## src/rtl/line_capture_pkg.sv

```systemverilog
// linecap_pkg: shared state type and width helpers for the line capture stage
package linecap_pkg;
  typedef enum logic [1:0] {IDLE, SKIP, CAPTURE} lc_state_t;
  function automatic int slot_w(input int n);
    return (n < 2) ? 1 : $clog2(n);
  endfunction
  function automatic int line_max(input int col_w);
    return 1 << col_w;
  endfunction
endpackage

```

## src/rtl/line_capture_edge.sv

```systemverilog
// sync_edge_tracker: per-beat hsync/vsync history and rising-edge strobes
module sync_edge_tracker (
  input  logic clk,
  input  logic rst,
  input  logic beat_i,
  input  logic hsync_i,
  input  logic vsync_i,
  output logic hs_rise_o,
  output logic vs_rise_o,
  output logic hsync_o,
  output logic vsync_o
);
  logic hs_q, vs_q;
  // remember the syncs of the most recent accepted beat
  always_ff @(posedge clk) begin
    if (!rst) begin
      hs_q <= 1'b0;
      vs_q <= 1'b0;
    end else if (beat_i) begin
      hs_q <= hsync_i;
      vs_q <= vsync_i;
    end
  end
  assign hs_rise_o = beat_i && hsync_i && !hs_q;
  assign vs_rise_o = beat_i && vsync_i && !vs_q;
  assign hsync_o = hs_q;
  assign vsync_o = vs_q;
endmodule

```

## src/rtl/line_capture.sv

```systemverilog
// line_capture: windows each camera line into a ring of line-memory slots
module line_capture
  import linecap_pkg::*;
#(
  parameter int PIX_W = 12,
  parameter int DATA_W = 16,
  parameter int COL_W = 9,
  parameter int NUM_LINES = 2,
  localparam int SLOT_W = slot_w(NUM_LINES)
) (
  input  logic                    clk,
  input  logic                    rst,
  input  logic [PIX_W-1:0]        src_pixel,
  input  logic                    src_hsync,
  input  logic                    src_vsync,
  input  logic                    src_valid,
  output logic                    src_ready,
  input  logic [COL_W-1:0]        cfg_h_start,
  input  logic [COL_W:0]          cfg_h_len,
  output logic [SLOT_W+COL_W-1:0] lb_addr,
  output logic [DATA_W-1:0]       lb_data,
  output logic                    lb_write,
  input  logic                    lb_ack,
  input  logic                    sr_clear,
  output logic                    sr_hsync,
  output logic                    sr_vsync,
  output logic [SLOT_W-1:0]       sr_slot,
  output logic [SLOT_W-1:0]       sr_last_slot,
  output logic                    sr_line_done,
  output logic [15:0]             sr_frame_ctr,
  output logic                    sr_short_line
);
  localparam logic [COL_W:0] LEN_MAX = (COL_W+1)'(line_max(COL_W));
  lc_state_t state_q, state_d, es;
  logic [COL_W-1:0] col_q, col_d, start_q, start_d, c, off;
  logic [COL_W:0] len_q, len_d;
  logic [SLOT_W-1:0] slot_q, slot_d, last_slot_q, last_slot_d;
  logic [15:0] frame_q, frame_d;
  logic done_q, done_d, short_q, short_d, wr_q, wr_d, fin_q, fin_d;
  logic [SLOT_W+COL_W-1:0] addr_q, addr_d;
  logic [DATA_W-1:0] data_q, data_d;
  logic beat, line_end, hs_rise, vs_rise, hit;
  assign src_ready = rst && (!wr_q || lb_ack);
  assign beat = src_valid && src_ready;
  assign line_end = wr_q && lb_ack && fin_q;
  sync_edge_tracker u_edge (
    .clk(clk), .rst(rst), .beat_i(beat), .hsync_i(src_hsync), .vsync_i(src_vsync),
    .hs_rise_o(hs_rise), .vs_rise_o(vs_rise), .hsync_o(sr_hsync), .vsync_o(sr_vsync)
  );
  // line completion first, then frame/line starts, then the capture decision for this beat
  always_comb begin
    state_d = state_q;
    col_d = col_q;
    start_d = start_q;
    len_d = len_q;
    slot_d = slot_q;
    last_slot_d = last_slot_q;
    done_d = 1'b0;
    frame_d = frame_q;
    short_d = sr_clear ? 1'b0 : short_q;
    wr_d = wr_q && !lb_ack;
    addr_d = addr_q;
    data_d = data_q;
    fin_d = fin_q;
    es = state_q;
    c = '0;
    off = '0;
    hit = 1'b0;
    if (line_end) begin
      last_slot_d = slot_q;
      slot_d = slot_q + 1'b1;
      done_d = 1'b1;
      es = IDLE;
    end
    if (beat) begin
      c = hs_rise ? '0 : col_q + 1'b1;
      col_d = c;
      if (vs_rise) begin
        slot_d = '0;
        frame_d = frame_q + 16'd1;
        if (es != IDLE) short_d = 1'b1;
        es = IDLE;
      end
      if (hs_rise) begin
        if (es != IDLE) short_d = 1'b1;
        start_d = cfg_h_start;
        len_d = (cfg_h_len > LEN_MAX) ? LEN_MAX : cfg_h_len;
        es = (len_d == '0) ? IDLE : SKIP;
      end
      hit = (es == SKIP && c == start_d) || es == CAPTURE;
      off = c - start_d;
      if (hit) begin
        wr_d = 1'b1;
        addr_d = {slot_d, off};
        data_d = DATA_W'(src_pixel);
        fin_d = ({1'b0, off} == len_d - 1'b1) || (&c);
        es = CAPTURE;
      end
    end
    state_d = es;
  end
  // state and status registers
  always_ff @(posedge clk) begin
    if (!rst) begin
      state_q <= IDLE;
      col_q <= '0;
      start_q <= '0;
      len_q <= '0;
      slot_q <= '0;
      last_slot_q <= '0;
      done_q <= 1'b0;
      frame_q <= '0;
      short_q <= 1'b0;
      wr_q <= 1'b0;
      addr_q <= '0;
      data_q <= '0;
      fin_q <= 1'b0;
    end else begin
      state_q <= state_d;
      col_q <= col_d;
      start_q <= start_d;
      len_q <= len_d;
      slot_q <= slot_d;
      last_slot_q <= last_slot_d;
      done_q <= done_d;
      frame_q <= frame_d;
      short_q <= short_d;
      wr_q <= wr_d;
      addr_q <= addr_d;
      data_q <= data_d;
      fin_q <= fin_d;
    end
  end
  assign lb_write = wr_q;
  assign lb_addr = addr_q;
  assign lb_data = data_q;
  assign sr_slot = slot_q;
  assign sr_last_slot = last_slot_q;
  assign sr_line_done = done_q;
  assign sr_frame_ctr = frame_q;
  assign sr_short_line = short_q;
endmodule

```

## config.mk

```make
export PLATFORM = sky130hd
export DESIGN_NAME = line_capture
export DESIGN_NICKNAME = d
export VERILOG_FILES = /design/src/rtl/line_capture_pkg.sv /design/src/rtl/line_capture_edge.sv /design/src/rtl/line_capture.sv
export SDC_FILE = /design/constraint.sdc
export NUM_CORES = 1
export LEC_CHECK = 0
export ABC_AREA = 1
export CORE_AREA = 2 2 141 74
export DETAILED_ROUTE_END_ITERATION = 16
export DIE_AREA = 0 0 143 76
export GPL_TIMING_DRIVEN = 0
export HOLD_SLACK_MARGIN = 0.12
export PLACE_DENSITY = 0.69
export SKIP_LAST_GASP = 1
export SLEW_MARGIN = 5
export SYNTH_ARGS = -nofsm -noshare
export SYNTH_HDL_FRONTEND = slang
export SYNTH_SLANG_ARGS = --single-unit
```

## constraint.sdc

```tcl
create_clock -name clk -period 3.6 [get_ports clk]
set_clock_uncertainty 0.2 [all_clocks]
set_input_delay 0.36 -clock clk [delete_from_list [all_inputs] [get_ports clk]]
set_output_delay 0.36 -clock clk [all_outputs]
set_load 0.1 [all_outputs]
```

# Word-level counts from Yosys, hierarchy flattened
# Cells that the tools add are included.
[word_totals]
register_bits = 76
inputBits = 38
output_inout_bits = 50
elab_cells = 74
[classes]
add_sub_neg = 5
order_cmp = 1
n_eq_ne = 4
muxes = 26
reduce_logical = 23
[op_table]
columns = ["op", "n"]
rows = [
  ["$mux 10", 3],
  ["$mux 9", 3],
  ["$add 16x1->16 const B", 1],
  ["$mux 2", 7],
  ["$mux 1", 13],
  ["$eq 9x10->1", 1],
  ["$gt 10x10->1 const B", 1],
  ["$logic_and 1x1->1", 10],
  ["$logic_not 10->1", 1],
  ["$sub 10x1->10 const B", 1],
  ["$add 9x1->9 const B", 1],
  ["$eq 9x9->1", 1],
  ["$reduce_and 9->1", 1],
  ["$sub 9x9->9", 1],
  ["$logic_not 1->1", 4],
  ["$reduce_and 2->1", 2],
  ["$reduce_bool 2->1", 2],
  ["$logic_or 1x1->1", 3],
  ["$eq 2x1->1 const B", 1],
  ["$eq 2x2->1 const B", 1],
  ["$add 1x1->1 const B", 1],
]

# Logic depth before layout (Yosys ltp)
[depth]
ltp_word = 15
depth_mapped = 22
mapped_depth_nobuf = 21

# Hierarchy
# From an unflattened synthesis, not the netlist that was laid out.
[hier_totals]
cells_unflattened = 626
hier_area_um2 = 4209.0
[by_module_without_submodules]
columns = ["module", "n_inst", "cells_each", "area_each_um2", "seq_area_each_um2"]
rows = [
  ["line_capture", 1, 614, 4129.0, 1481.4],
  ["sync_edge_tracker", 1, 12, 80.1, 40.0],
]

# Least setup slack after synthesis
# OpenSTA, ideal clock, no wires.
[synth_timing]
kind = "register -> register"
startpoint = "register wr_q, in the netlist lb_write"
endpoint = "register fin_q"
setup_time_ps = 66
t_arrival_ps = 3587
required_ps = 3334
slack_ps = -253
stages_incl_launch_ff = 21
path_buffers = 2
period_less_slack_ps = 3853
cell_sequence = "dfxtp_1 -> nand2_4 -> nand4_4 -> nor2_4 -> buf_6 -> buf_6 -> o21ai_0 -> inv_1 -> ha_1 -> fa_1 -> o21ai_0 -> nand3_1 -> nand2_1 -> nand3_1 -> nand2_1 -> nand2_1 -> nand2_1 -> nand3_1 -> nor2_1 -> nand2_1 -> a21oi_2"
[synth_via]
elab_chain_cells = 14
elab_cells_between_ends = 31
cone_classes = "add/sub: 2; eq/ne: 4; mux: 10; reduce/logical: 15"
[synth_lines]
columns = ["item", "line", "source"]
rows = [
  ["start, declared", "line_capture.sv:39", "logic done_q, done_d, short_q, short_d, wr_q, wr_d, fin_q, fin_d;"],
  ["start signal, assigned", "line_capture.sv:128", "wr_q <= wr_d;"],
  ["branches (longest 14 deep; another with $sub 10x1->10)", "n/a", ""],
  ["end signal, assigned", "line_capture.sv:131", "fin_q <= fin_d;"],
  ["end, declared", "line_capture.sv:39", ""],
]
# Several ways; the timed one is not identified. The select of a mux whose other input is x is not followed.
# A chain may end at the register's enable or synchronous reset.

# Final worst setup path
[layout_timing]
startpoint = "input lb_ack"
endpoint = "register addr_q[9], in the netlist lb_addr[9]"
[layout_via]
elab_chain_cells = 13
elab_cells_between_ends = 25
cone_classes = "eq/ne: 3; mux: 10; reduce/logical: 12"
[layout_lines]
columns = ["item", "line", "source"]
rows = [
  ["start, declared", "line_capture.sv:23", "input logic lb_ack,"],
  ["$logic_or 1x1->1", "line_capture.sv:43", "assign src_ready = rst && (!wr_q || lb_ack);"],
  ["$logic_and 1x1->1", "line_capture.sv:43", ""],
  ["$logic_and 1x1->1", "line_capture.sv:44", "assign beat = src_valid && src_ready;"],
  ["$logic_and 1x1->1 (2 in series)", "line_capture_edge.sv:25", "assign vs_rise_o = beat_i && vsync_i && !vs_q;"],
  ["$mux 2", "line_capture.sv:78", "if (vs_rise) begin"],
  ["$mux 2", "line_capture.sv:75", "if (beat) begin"],
  ["$mux 2", "line_capture.sv:84", "if (hs_rise) begin"],
  ["$mux 2", "line_capture.sv:75", ""],
  ["$eq 2x1->1", "line_capture.sv:90", "hit = (es == SKIP && c == start_d) || es == CAPTURE;"],
  ["$logic_and 1x1->1", "line_capture.sv:90", ""],
  ["$logic_or 1x1->1", "line_capture.sv:90", ""],
  ["$reduce_and 2->1 (no source line)", "n/a", ""],
  ["end signal, assigned", "line_capture.sv:129", "addr_q <= addr_d;"],
  ["end, declared", "line_capture.sv:40", "logic [SLOT_W+COL_W-1:0] addr_q, addr_d;"],
]
# Parallel ways exist; a longest one is shown, timed or not. The select of a mux whose other input is x is not followed.

==> flow_summary.yaml <==
outcome:
  status: "completed"
setup_path:
  critical_path_arrival_ns: 3.44
  cp_slowest_cell: "clkdlybuf4s50_1"
  end_kind: "flip-flop"
  critPathTopFamily: "simple AND/OR/NAND/NOR gates"
  path_class: "primary input to flip-flop"
  r2r_cells: 20
  timing.critical_path.from_type: "primary input"
  crit_fanout: 10
  cpPeakStageDelay_ns: 0.48
  path_buf_inv: 7
  required_ns: 3.60
  crit_chain: "clkdlybuf4s50_1 -> inv_2 -> nand2_4 -> nand3_4 -> inv_8 -> nand3_4 -> buf_6 -> or2_2 -> o21ai_2 -> inv_2 -> buf_4 -> ha_1 -> nand3_1 -> nor2_1 -> nand4_1 -> nand2_1 -> nand2_2 -> buf_2 -> nand2_1 -> a21oi_1"
  path_depth: 20
worst_hold_path:
  holdCritPathClass: "primary input to flip-flop"
  whs_path_depth: 3
detailed_routing:
  route.detailed.drc: 0
  vias_per_cell: 5.16
  dr.pass1.iters: 5
  wire_per_inst_um: 14.6
  vias: 4522
  ant_nets: 0
  routed_wirelength_um: 12800
  first_iter_violations: 335
timing:
  setup_tns_ns: 0
  setup_viol: 0
  drv_slew: 0
  period_minus_slack_ns: 3.44
  setup_slack_ns: 0.164
  hold_violations: 0
  finalCritPeriodShare_pct: 95.5
  max_freq_mhz: 291
  relSlewSlack_pct: 32.3
  worstMarginPinSlew_ns: 1.01
synth:
  synthTopCellsByArea: "dfxtp_1 (36%), nand2_1 (13%), nand3_1 (7.6%), inv_1 (6.9%), nor2_1 (6.3%)"
  netlist_instances: 628
  synth-edff-count: 0
  synth_cell_types: 47
  synth-adder-area-share_pct: 3.73
  synth-main-ff-cell: "dfxtp_1"
  yosysTopAreaCell: "dfxtp_1"
  yosys_warnings: 0
  synth.avg_cell_area_um2: 6.73
  yosys_register_bits: 76
  synthXorXnorAreaFrac_pct: 1.42
  muxShareOfSynthArea_pct: 1.18
  synth_compound_area_share_pct: 10.9
  synth_top_family_by_area: "simple AND/OR/NAND/NOR gates"
  synth_simple_gate_area_share_pct: 35.8
  synthArstFlopShare_pct: 0
  seq_area_frac_synth_pct: 36.0
  syn-cell-area_um2: 4230
  synth.top_cell.area_share_pct: 36.0
grt:
  grt_use_total_pct: 23.7
  grt_overflow: 0
  grt_pass1_wl_um: 20200
  antenna_found_initial: 0
  grt_pass1_vias: 4116
  grt_max_degree: 14
floorplan:
  die_h_um: 76
  num_rows: 26
  floorplan.initialDensity_pct: 43.2
  dieWidth_um: 143
  die_area_um2: 10900
  pin_count: 88
  coreArea_um2: 9790
final_layout:
  stdcell_count: 877
  drive_gt1_share_pct: 11.4
  nets: 782
  antenna_cells: 0
  syn_to_final_growth_pct: 36.3
clock_network:
  cts_sinks: 76
  cts_buffers: 9
  clk_path_buf_depth: 2
  htreeDepth: 3
  root_buffer: "clkbuf_16"
  clk_pin_slew_worst_paths_ns: 0.06
  clock_latency_ns: 0.34
  cts_tree: "done"
  cts_hold_buf: 0
power:
  leakage_uw: 0.00240
  vdd_drop_max_mv: 0.265
  p_per_area_nw_per_um2: 461
job:
  drv_cap: 0
place:
  dp.cells: 853
  port_buffers: 82
  place_ws_ns: -0.767
  gp_congestion: 0.967
  hpwl_um: 9540
layout make-up:
| type | count | area [µm²] |
|---|---|---|
| well taps | 140 | 175 |
| inverters | 84 | 323 |
| repair buffers | 90 | 881 |
| clock inverters | 6 | 136 |
| plain buffers | 23 | 144 |
| flip-flops and latches | 76 | 1520 |
| clock buffers | 10 | 229 |
| multi-input cells | 448 | 2350 |
| fillers | 889 | 4030 |
cells in the final DEF (no fill, tap or decap), types with 5 or more instances in the layout:
master           count
clkbuf_16            9
nand3_1             62
nand4_1             10
o31ai_1              5
nor2_1              71
nand2_2              8
buf_4               13
dfxtp_1             74
nand2_1            148
clkdlybuf4s50_1     82
o21ai_1              6
ha_1                 9
inv_1               76
clkbuf_1            10
nor3_1              15
inv_2                5
a21oi_1             43
o21ai_0             15
Yosys cell counts, types with 3 or more instances:
cell type  number
o21ai_1         6
buf_2           4
inv_1          78
nand4_1        10
o21ai_2         3
nor3_1         15
a21oi_1        46
nand2_1       151
inv_2           3
mux2i_1         5
xnor2_1         3
ha_1           11
clkbuf_1        9
nand2_2         5
nor2_1         71
nand3_1        64
buf_6           3
or2_2           4
o31ai_1         5
o21ai_0        17
buf_4           6
nand3_2         3
dfxtp_1        76
per-stage QoR:
step / hold slack, ns / power [µW] / utilization, % / area, µm²
2_1_floorplan: 0.262 / 1310 / - / 4240
3_3_place_gp: 0.247 / 1470 / 53.5 / 5240
3_5_place_dp: 0.253 / 1480 / 53.5 / 5240
4_1_cts: 0.133 / 2620 / 57.8 / 5660
5_1_grt: 0.147 / 2760 / 58.8 / 5760
6_report: 0.139 / 2660 / 58.8 / 5760
cell families after synthesis:
family	Yosys count
fa+ha+maj	12
other cells	1
mux	5
simple gates	337
xor+xnor	6
flops	76
compound gates	84
buf+inv	107
timing repair:
action / in CTS / in global routing
pin swaps: 2 / 11
resized for setup: 8 / 18
buffers inserted: 2 / 6
endpoints found under the setup margin: 4 / 24
sequential cells by signal, summed over array words and instances (netlist names):
| name | count |
|---|---|
| sr_frame_ctr | 16 |
| lb_data | 12 |
| lb_addr | 10 |
| len_q | 10 |
| col_q | 9 |
| start_q | 9 |
| state_q | 2 |
| fin_q | 1 |
| lb_write | 1 |
| sr_last_slot | 1 |
| sr_line_done | 1 |
| sr_short_line | 1 |
| sr_slot | 1 |
| u_edge.hsync_o | 1 |
| u_edge.vsync_o | 1 |
routing by layer:
layer / vias up / global-route usage, % / part of all wire (%)
met3: 19 / 7.42 / 9.0
met5: - / 0 / 0
met4: 0 / 5.94 / 1.2
met2: 183 / 33.3 / 40
met1: 2091 / 34.9 / 49
li1: 2229 / - / -
path summary, 6_finish.rpt:
kind | from | endpoint | slack [ns]
setup reg to reg | col_q[2] | fin_q | 0.36
setup / recovery | lb_ack | lb_addr[9] | 0.16
hold reg to reg | lb_addr[6] | lb_addr[6] | 0.26
hold / removal | rst | sr_frame_ctr[7] | 0.14
worst reg2reg max path, cell delays in order (launching register included):
cell and delay [ns]:
dfxtp_1 0.40, nand2_1 0.07, nor2_1 0.08, inv_1 0.06, nor2_1 0.12, inv_1 0.07
nor3_1 0.23, nand2_1 0.12, a21oi_1 0.40, ha_1 0.36, inv_1 0.12, o21bai_1 0.09
a21oi_1 0.18, nand2_1 0.09, nand2_1 0.13, nand2_1 0.07, nand2_1 0.06, nand2_1 0.06
nor2_1 0.10, nand2_1 0.07, a21oi_2 0.11
report_power, final:
| group | internal [µW] | switching [µW] |
|---|---|---|
| combinational | 236 | 423 |
| sequential | 863 | 15.0 |
| clock | 749 | 371 |
| total | 1850 | 809 |
Power figures use the tool's default switching activity.
